$ cat src/rtl/cpu_trace_buffer.sv
// Instruction trace buffer: captures filtered {PC, instruction, control, stamp}
// records into a circular store, with halt detection and a streaming read port.
module cpu_trace_buffer #(
   parameter int ADDR_W   = 32,
   parameter int DATA_W   = 32,
   parameter int DEPTH    = 16,
   parameter int STAMP_W  = 32,
   parameter int HALT_CYC = 4
) (
   input  logic                     Clk,
   input  logic                     Rst,
   input  logic [ADDR_W-1:0]        Pc_out,
   input  logic [DATA_W-1:0]        InstMem_out,
   input  logic [10:0]              Ctrl,
   input  logic                     Arm,
   input  logic                     Flush,
   input  logic [1:0]               Mode,
   input  logic                     Wrap,
   input  logic                     Rd_Ready,
   output logic                     Rd_Valid,
   output logic [ADDR_W-1:0]        Rd_Pc,
   output logic [DATA_W-1:0]        Rd_Inst,
   output logic [10:0]              Rd_Ctrl,
   output logic [STAMP_W-1:0]       Rd_Stamp,
   output logic [$clog2(DEPTH):0]   Count,
   output logic [1:0]               State,
   output logic                     Halted,
   output logic                     Dropped
);
   localparam int PW = $clog2(DEPTH);
   localparam int CW = PW + 1;
   localparam int RW = $clog2(HALT_CYC + 1);
   localparam int EW = ADDR_W + DATA_W + 11 + STAMP_W;

   typedef enum logic [1:0] {
      S_IDLE    = 2'd0,
      S_CAPTURE = 2'd1,
      S_STOPPED = 2'd2
   } state_t;

   state_t              state;
   logic [EW-1:0]       mem [DEPTH];
   logic [EW-1:0]       head;
   logic [PW-1:0]       wptr, rptr;
   logic [CW-1:0]       count;
   logic [STAMP_W-1:0]  stamp;
   logic [ADDR_W-1:0]   prev_pc;
   logic [RW-1:0]       run, run_nxt;
   logic                halted, dropped;
   logic                filt, cap, pop, full, store, overwrite, stall, halt_hit;

   always_comb begin
      filt = 1'b0;
      case (Mode)
         2'd0:    filt = 1'b1;
         2'd1:    filt = Ctrl[9] | Ctrl[8];
         2'd2:    filt = Ctrl[7] | Ctrl[5];
         default: filt = 1'b0;
      endcase
      full      = (count == CW'(DEPTH));
      cap       = (state == S_CAPTURE) && filt && !Flush;
      pop       = (count != '0) && Rd_Ready && !Flush;
      // A pop in the same cycle frees the slot, so a full buffer never overwrites then.
      store     = cap && (!full || pop || Wrap);
      overwrite = cap && full && !pop && Wrap;
      stall     = cap && full && !pop && !Wrap;
      if (Pc_out != prev_pc)
         run_nxt = '0;
      else if (run == RW'(HALT_CYC))
         run_nxt = run;
      else
         run_nxt = run + RW'(1);
      halt_hit  = (state == S_CAPTURE) && (run_nxt == RW'(HALT_CYC));
   end

   always_ff @(posedge Clk or posedge Rst) begin
      if (Rst) begin
         state   <= S_IDLE;
         wptr    <= '0;
         rptr    <= '0;
         count   <= '0;
         stamp   <= '0;
         prev_pc <= '0;
         run     <= '0;
         halted  <= 1'b0;
         dropped <= 1'b0;
      end else begin
         stamp   <= stamp + STAMP_W'(1);
         prev_pc <= Pc_out;
         run     <= run_nxt;
         if (Flush) begin
            wptr    <= '0;
            rptr    <= '0;
            count   <= '0;
            dropped <= 1'b0;
         end else begin
            if (store)
               wptr <= wptr + PW'(1);
            if (pop || overwrite)
               rptr <= rptr + PW'(1);
            if (store && !pop && !overwrite)
               count <= count + CW'(1);
            else if (pop && !store)
               count <= count - CW'(1);
            if (overwrite)
               dropped <= 1'b1;
         end
         case (state)
            S_IDLE:
               if (Arm) state <= S_CAPTURE;
            S_CAPTURE:
               if (halt_hit || stall) begin
                  state <= S_STOPPED;
                  if (halt_hit) halted <= 1'b1;
               end
            S_STOPPED:
               if (Arm) begin
                  state  <= S_CAPTURE;
                  halted <= 1'b0;
               end
            default:
               state <= S_IDLE;
         endcase
      end
   end

   always_ff @(posedge Clk) begin
      if (store)
         mem[wptr] <= {Pc_out, InstMem_out, Ctrl, stamp};
   end

   assign head     = mem[rptr];
   assign Rd_Valid = (count != '0);
   assign Rd_Pc    = Rd_Valid ? head[EW-1 -: ADDR_W]           : '0;
   assign Rd_Inst  = Rd_Valid ? head[EW-ADDR_W-1 -: DATA_W]    : '0;
   assign Rd_Ctrl  = Rd_Valid ? head[STAMP_W +: 11]            : '0;
   assign Rd_Stamp = Rd_Valid ? head[STAMP_W-1:0]              : '0;
   assign Count    = count;
   assign State    = state;
   assign Halted   = halted;
   assign Dropped  = dropped;

endmodule

$ cat config.mk
export PLATFORM = sky130hd
export DESIGN_NAME = cpu_trace_buffer
export DESIGN_NICKNAME = d
export VERILOG_FILES = /design/src/rtl/cpu_trace_buffer.sv
export SDC_FILE = /design/constraint.sdc
export NUM_CORES = 1
export LEC_CHECK = 0
export BUFFER_PORTS_ARGS = -buffer_cell sky130_fd_sc_hd__clkbuf_2
export CAP_MARGIN = 20
export CORE_ASPECT_RATIO = 1.5
export CORE_UTILIZATION = 30
export DETAILED_ROUTE_END_ITERATION = 7
export PLACE_DENSITY = 0.5
export SYNTH_ARGS = -nofsm -noshare
export SYNTH_HDL_FRONTEND = slang
export SYNTH_SLANG_ARGS = --single-unit
export TNS_END_PERCENT = 30
$ cat constraint.sdc
create_clock -name Clk -period 12.05 [get_ports Clk]
set_input_delay 0.6025 -clock Clk [delete_from_list [all_inputs] [get_ports Clk]]
set_output_delay 0.6025 -clock Clk [all_outputs]
set_load 0.1 [all_outputs]
=== After elaboration in Yosys (flattened, before gate mapping) ===
Memories as Yosys holds them, arrays and structs flattened.
Index checks and enable logic that the tools add are counted.

* Bits of input ports: 83
* Memories kept: 1
* ROM bits: 0
* Latch bits: 0
* Memory bits (writable): 1712
* Register bits: 84

{| class="wikitable"
|+ Memories
! name !! depth !! width !! read ports !! clocked after memory_dff !! wr ports !! RTL line !! RTL
|-
| mem || 16 || 107 || 1 || 0 || 1 || 42 || <nowiki>logic [EW-1:0] mem [DEPTH];</nowiki>
|}

* Reductions and logical operators: 34
* Shift-type cells: 0
* Multiply operators: 0
* Order comparisons: 0
* Add/sub/neg operators: 6
* Div/mod/pow operators: 0
* Bitwise logic cells: 2
* Muxes and demuxes: 25
* Eq/ne operators: 12

{| class="wikitable"
|+ Operators with widths
! operator !! number
|-
| two-way mux 32 bit || 3
|-
| adder 32 x 1 -> 32 bit, second input constant || 1
|-
| != test 32 bit || 1
|-
| two-way mux 4 bit || 4
|-
| two-way mux 5 bit || 3
|-
| logical AND 1 bit || 13
|-
| two-way mux 11 bit || 1
|-
| adder 4 x 1 -> 4 bit, second input constant || 2
|-
| nonzero test 2 bit || 4
|-
| two-way mux 1 bit || 7
|-
| equality test 3 bit, second input constant || 2
|-
| logical NOT 1 bit || 6
|-
| two-way mux 3 bit || 2
|-
| adder 5 x 1 -> 5 bit, second input constant || 1
|-
| equality test 5 bit, second input constant || 1
|-
| nonzero test 5 bit || 1
|-
| subtractor 5 x 1 -> 5 bit, second input constant || 1
|-
| equality test 2 x 1 -> 1 bit, second input constant || 2
|-
| equality test 2 bit, second input constant || 2
|-
| logical NOT 2 bit || 2
|-
| logical OR 1 bit || 4
|-
| two-way mux 2 bit || 2
|-
| != test 2 x 1 -> 1 bit, second input constant || 2
|-
| != test 2 bit, second input constant || 2
|-
| other kinds (9) || 10
|}

=== Longest topological paths before layout ===
* Word-level depth: 11
* Gate-level depth with buffers: 11
* Depth with buffers taken out: 10

=== Worst setup path before layout ===
OpenSTA, ideal clock, no wires.

* Kind: reg2reg
* Start point: register state[0], in the netlist State[0]
* End point: memory mem[3][0] in the netlist's numbering (enable)
* Stages on the path, launching flop included: 7
* Setup slack: -0.953 ns
* Buffers on the path: 2
* Clock period less this slack: 13.003 ns
* Arrival: 12.168 ns
* Cell sequence: dfrtp_1 > nand2b_1 > a221o_1 > buf_6 > or3_1 > buf_2 > nor4_1

* Word-level cells in the longest chain between the ends: 6

{| class="wikitable"
|+ RTL lines
! what !! RTL line !! RTL
|-
| start, declared || 41 || <nowiki>state_t state;</nowiki>
|-
| start signal, assigned || 78 || <nowiki>state <= S_IDLE;</nowiki>
|-
| start signal, assigned || 110 || <nowiki>if (Arm) state <= S_CAPTURE;</nowiki>
|-
| start signal, assigned || 113 || <nowiki>state <= S_STOPPED;</nowiki>
|-
| equality test 2 x 1 -> 1 bit || 61 || <nowiki>cap = (state == S_CAPTURE) && filt && !Flush;</nowiki>
|-
| logical AND 1 bit (2 in series) || 61 ||
|-
| logical AND 1 bit || 64 || <nowiki>store = cap && (!full || pop || Wrap);</nowiki>
|-
| two-way mux 1 bit || 128 || <nowiki>if (store)</nowiki>
|-
| two-way mux 1 bit (implied by the code) || 129 || <nowiki>mem[wptr] <= {Pc_out, InstMem_out, Ctrl, stamp};</nowiki>
|-
| end, declared || 42 ||
|}

Every way passes these cells.

=== Worst setup path in the final report ===
* Start point: register rptr[0]
* End point: output Rd_Pc[26]

* Word-level cells in the longest chain between the ends: 2

{| class="wikitable"
|+ RTL lines
! what !! RTL line !! RTL
|-
| start, declared || 44 || <nowiki>logic [PW-1:0] wptr, rptr;</nowiki>
|-
| start signal, assigned || 100 || <nowiki>rptr <= rptr + PW'(1);</nowiki>
|-
| memory (16 x 107 bit) || -- ||
|-
| two-way mux 32 bit || 134 || <nowiki>assign Rd_Pc = Rd_Valid ? head[EW-1 -: ADDR_W] : '0;</nowiki>
|-
| end, declared || 21 || <nowiki>output logic [ADDR_W-1:0] Rd_Pc,</nowiki>
|}

Every way passes these cells.

==> results.txt <==
----------------------------------------------------
[Min path]
  Worst hold path class ... in -> reg

[Clock network]
  Number of buffers created by CTS ... 173
  Root Buffer ... sky130_fd_sc_hd__clkbuf_16
  Worst skew pair latency ... 0.82 ns
  Post CTS Setup Buffer Count ... 0
  Number of sinks driven by the clock tree ... 1796
  Number of H-tree levels ... 4
  Post-CTS clock slew at the launch and capture registers of the worst setup and hold paths ... 0.07 ns
  TritonCTS clock tree ... done
  Maximum root-to-sink buffer count ... 4

[Setup path]
  Critical path data required time ... 11.45 ns
  Type of the setup path with the least slack ... reg -> out
  Largest driver fanout on the critical path ... 104
  Worst path arrival time ... 5.42 ns
  Delay of the slowest critical-path stage ... 1.02 ns
  CP endpoint kind ... primary output
  Worst path slowest cell ... sky130_fd_sc_hd__dfrtp_4
  Most common cell type on the critical path ... sky130_fd_sc_hd__mux4_2
  Buf/Inv on CP ... 3
  Top Family by Delay on Critical Path ... buffers and inverters
  Crit path launch type ... flip-flop
  Cell-by-cell listing of the critical path ... buf_12, buf_4, mux4_2, mux4_2, and2_1, clkbuf_2

[Finish]
  Area taken by multi-input logic gates ... 14500 um^2
  Growth of design area from synthesis to finish ... 14.4%
  Final instance count without filler cells ... 6301
  Fill cell instance count of the final layout ... 21100
  Register cell area after layout ... 53500 um^2
  Layout cells sized above 1 ... 0.326
  Final nets ... 3227

[Status]
  Result of the run ... finished, final reports clean

[Logic synthesis]
  Share of cell area taken by muxes after synthesis ... 0.176
  Total of warnings raised by yosys ... 0
  Share of synthesized area occupied by flip-flops and latches ... 0.777
  Share of async-settable or async-resettable flops after synthesis ... 0.0468
  Synthesized-area fraction occupied by and/or/nand/nor cells ... 0.0204
  Synth Register Bits ... 1796
  Synthesized-area fraction occupied by ao, oa, aoi and oai cells ... 0.00207
  Dominant combinational cell family by area after synthesis ... multiplexers
  Post-synth net total ... 2929
  Adder and majority cell fraction of the synthesized area ... 0.00247
  Post-synth EDFFs ... 1712
  Netlist area before placement ... 68900 um^2
  Count of distinct cell types in the synthesized netlist ... 46
  Area share of xor/xnor cells in the synthesized design ... 0.00852
  Ys flop type ... sky130_fd_sc_hd__edfxtp_1
  Mean Syn Cell Area ... 24.3 um^2
  Number of instances in the synthesized netlist ... 2833

[Drt]
  Routed wire per std cell ... 27.5 um
  Post-detailed-routing wire length ... 173000 um
  Avg Vias per Cell ... 4.82
  DRT Pass-1 Iters ... 5
  Total vias in the final route ... 30400
  Drt first-iter violations ... 2331
  DRT antenna net count ... 0
  DR DRC count ... 0

[Placed design]
  Pre-CTS setup slack ... 6.62 ns
  Detail Placement HPWL ... 90100 um
  Number of buffers added on ports ... 199
  Number of cells in the design after placement ... 5993
  Placer's final routability congestion estimate ... 0.705

[Global routing]
  Total routing usage reported by global routing ... 0.150
  Number of global-route vias before repair ... 32900
  Global-route wire length before repair ... 248000 um
  Antenna violations before repair ... 29
  Largest net degree at the start of global routing ... 159
  Total congestion overflow after global routing ... 0

[Floorplan]
  Starting density of the core ... 0.302
  Row Count ... 215
  Die outline height ... 589 um
  Die outline area ... 232000 um^2
  Horizontal die dimension ... 393 um
  Ports placed on the boundary ... 200
  Core area ... 228000 um^2

[Timing]
  Minimum clock period after layout ... 6.02 ns
  Total Neg Setup Slack ... 0 ns
  RSZ-0062 raised after global routing ... false
  Number of setup violations in the final report ... 0
  Worst relative slew slack ... 0.221
  Setup skew after layout ... 0.0685 ns
  Transition time at the pin with the least slew margin ... 1.17 ns
  Period utilisation layout ... 0.500
  Final Max Slew Viols ... 0
  Final Hold Viols ... 0
  Smallest setup slack after layout ... 6.03 ns
  Achievable frequency ... 166 MHz

[Power and ir drop]
  Worst voltage drop across the vdd grid ... 0.218 mV
  Leak pwr ... 24.3 nW
  Total power consumption of the routed design ... 15.7 mW
  PD cells ... 199 nW/um^2

[Job]
  Number of violations of the max-capacitance limit ... 0

----------------------------------------------------
-- per-layer routing --
metal,part of all wire,routed length (um),GRT usage
met5,0.00071,124,0
met4,0.020,3500,0.0356
met3,0.044,7650,0.0240
met2,0.50,87000,0.250
met1,0.43,75200,0.203
-- layout by cell type, fill, tap and decap left out, types with 8 or more instances in the layout --
cell type                   instances
sky130_fd_sc_hd__and2_1           111
sky130_fd_sc_hd__clkinv_1          24
sky130_fd_sc_hd__clkbuf_2         199
sky130_fd_sc_hd__ha_1              12
sky130_fd_sc_hd__nand2_1           21
sky130_fd_sc_hd__dfrtp_1           80
sky130_fd_sc_hd__clkbuf_16        176
sky130_fd_sc_hd__edfxtp_1        1712
sky130_fd_sc_hd__and2_4             8
sky130_fd_sc_hd__nand4_1           19
sky130_fd_sc_hd__mux4_2           535
sky130_fd_sc_hd__clkinv_2          23
sky130_fd_sc_hd__xnor2_1           63
sky130_fd_sc_hd__nor2_1            15
sky130_fd_sc_hd__clkbuf_1          44
sky130_fd_sc_hd__buf_4             58
sky130_fd_sc_hd__bufinv_16         12
sky130_fd_sc_hd__inv_1             14
sky130_fd_sc_hd__nand3_1           17
-- synthesized netlist by cell type, drive strengths merged, types with 2 or more instances --
cell type	count	area (um^2)
or3	3	18.8
xor2	4	35.0
edfxtp	1712	51400
nor2	20	77.6
nor3	5	25.0
inv	16	60.1
o21ai	2	10.0
buf	67	603
nor2b	3	18.8
mux2i	4	40.0
nand4	19	119
ha	12	150
and2	119	744
nand2	21	78.8
and3	3	18.8
clkbuf	73	274
nand3	17	85.1
a21oi	7	38.8
mux2	4	45.0
nor3b	5	52.6
xnor2	63	552
a21o	2	15.0
nand2b	3	18.8
mux4	535	12000
nor4	11	68.8
and4	5	43.8
dfrtp	84	2100
-- cell families after synthesis --
kind of cell,Yosys count
flip-flops,1796
multiplexers,543
AND/OR/NAND/NOR,238
buffers and inverters,156
XOR/XNOR,67
AO/OA/AOI/OAI,20
adder cells (fa/ha/maj),13
-- flip-flops by register name (all words and copies together) (netlist names) --
name     cells
Halted       1
stamp       32
prev_pc     32
run          3
Dropped      1
Count        5
mem       1712
rptr         4
wptr         4
State        2
-- path summary, 6_finish.rpt --
kind	start	to	slack, ns	cells after the start
setup / recovery	rptr[0]	Rd_Pc[26]	6.03	6
min in group asynchronous	Rst	prev_pc[7]	0.48	3
setup reg to reg	State[1]	mem[14][63]	7.27	7
max in group asynchronous	Rst	stamp[13]	10.34	4
hold reg to reg	Dropped	Dropped	0.59	2
hold / removal	Arm	State[0]	0.08	2
-- layout make-up --
type,instances,area share
flip-flops and latches,1796,0.679
repair buffers,263,0.0196
clock inverters,74,0.00902
well taps,3038,0.0482
clock buffers,226,0.0590
multi-input cells,881,0.184
inverters,16,0.000857
diodes,7,0.000222
-- metrics by stage --
step	hold WS (ns)	cell area (um^2)	utilization
after global routing	0.0570	78800	0.345
after global placement	0.506	73400	0.322
after CTS	0.00518	78800	0.345
after detailed placement	0.582	73400	0.322
after floorplan	0.548	68900	-
final	0.0781	78800	0.345
-- where the power goes --
group / internal [mW] / leakage, nW / total, mW / switching (mW)
Combinational: 0.906 / 4.83 / 3.41 / 2.50
Sequential: 6.94 / 16.9 / 7.01 / 0.0659
Clock: 2.98 / 2.61 / 5.29 / 2.31
Total: 10.8 / 24.3 / 15.7 / 4.88
-- repair_timing --
item | in CTS | in global routing
hold buffers | 1 | 0
gates resized for setup | 0 | 0
hold endpoints to repair | 32 | 0
(Power assumes the default switching activity.)
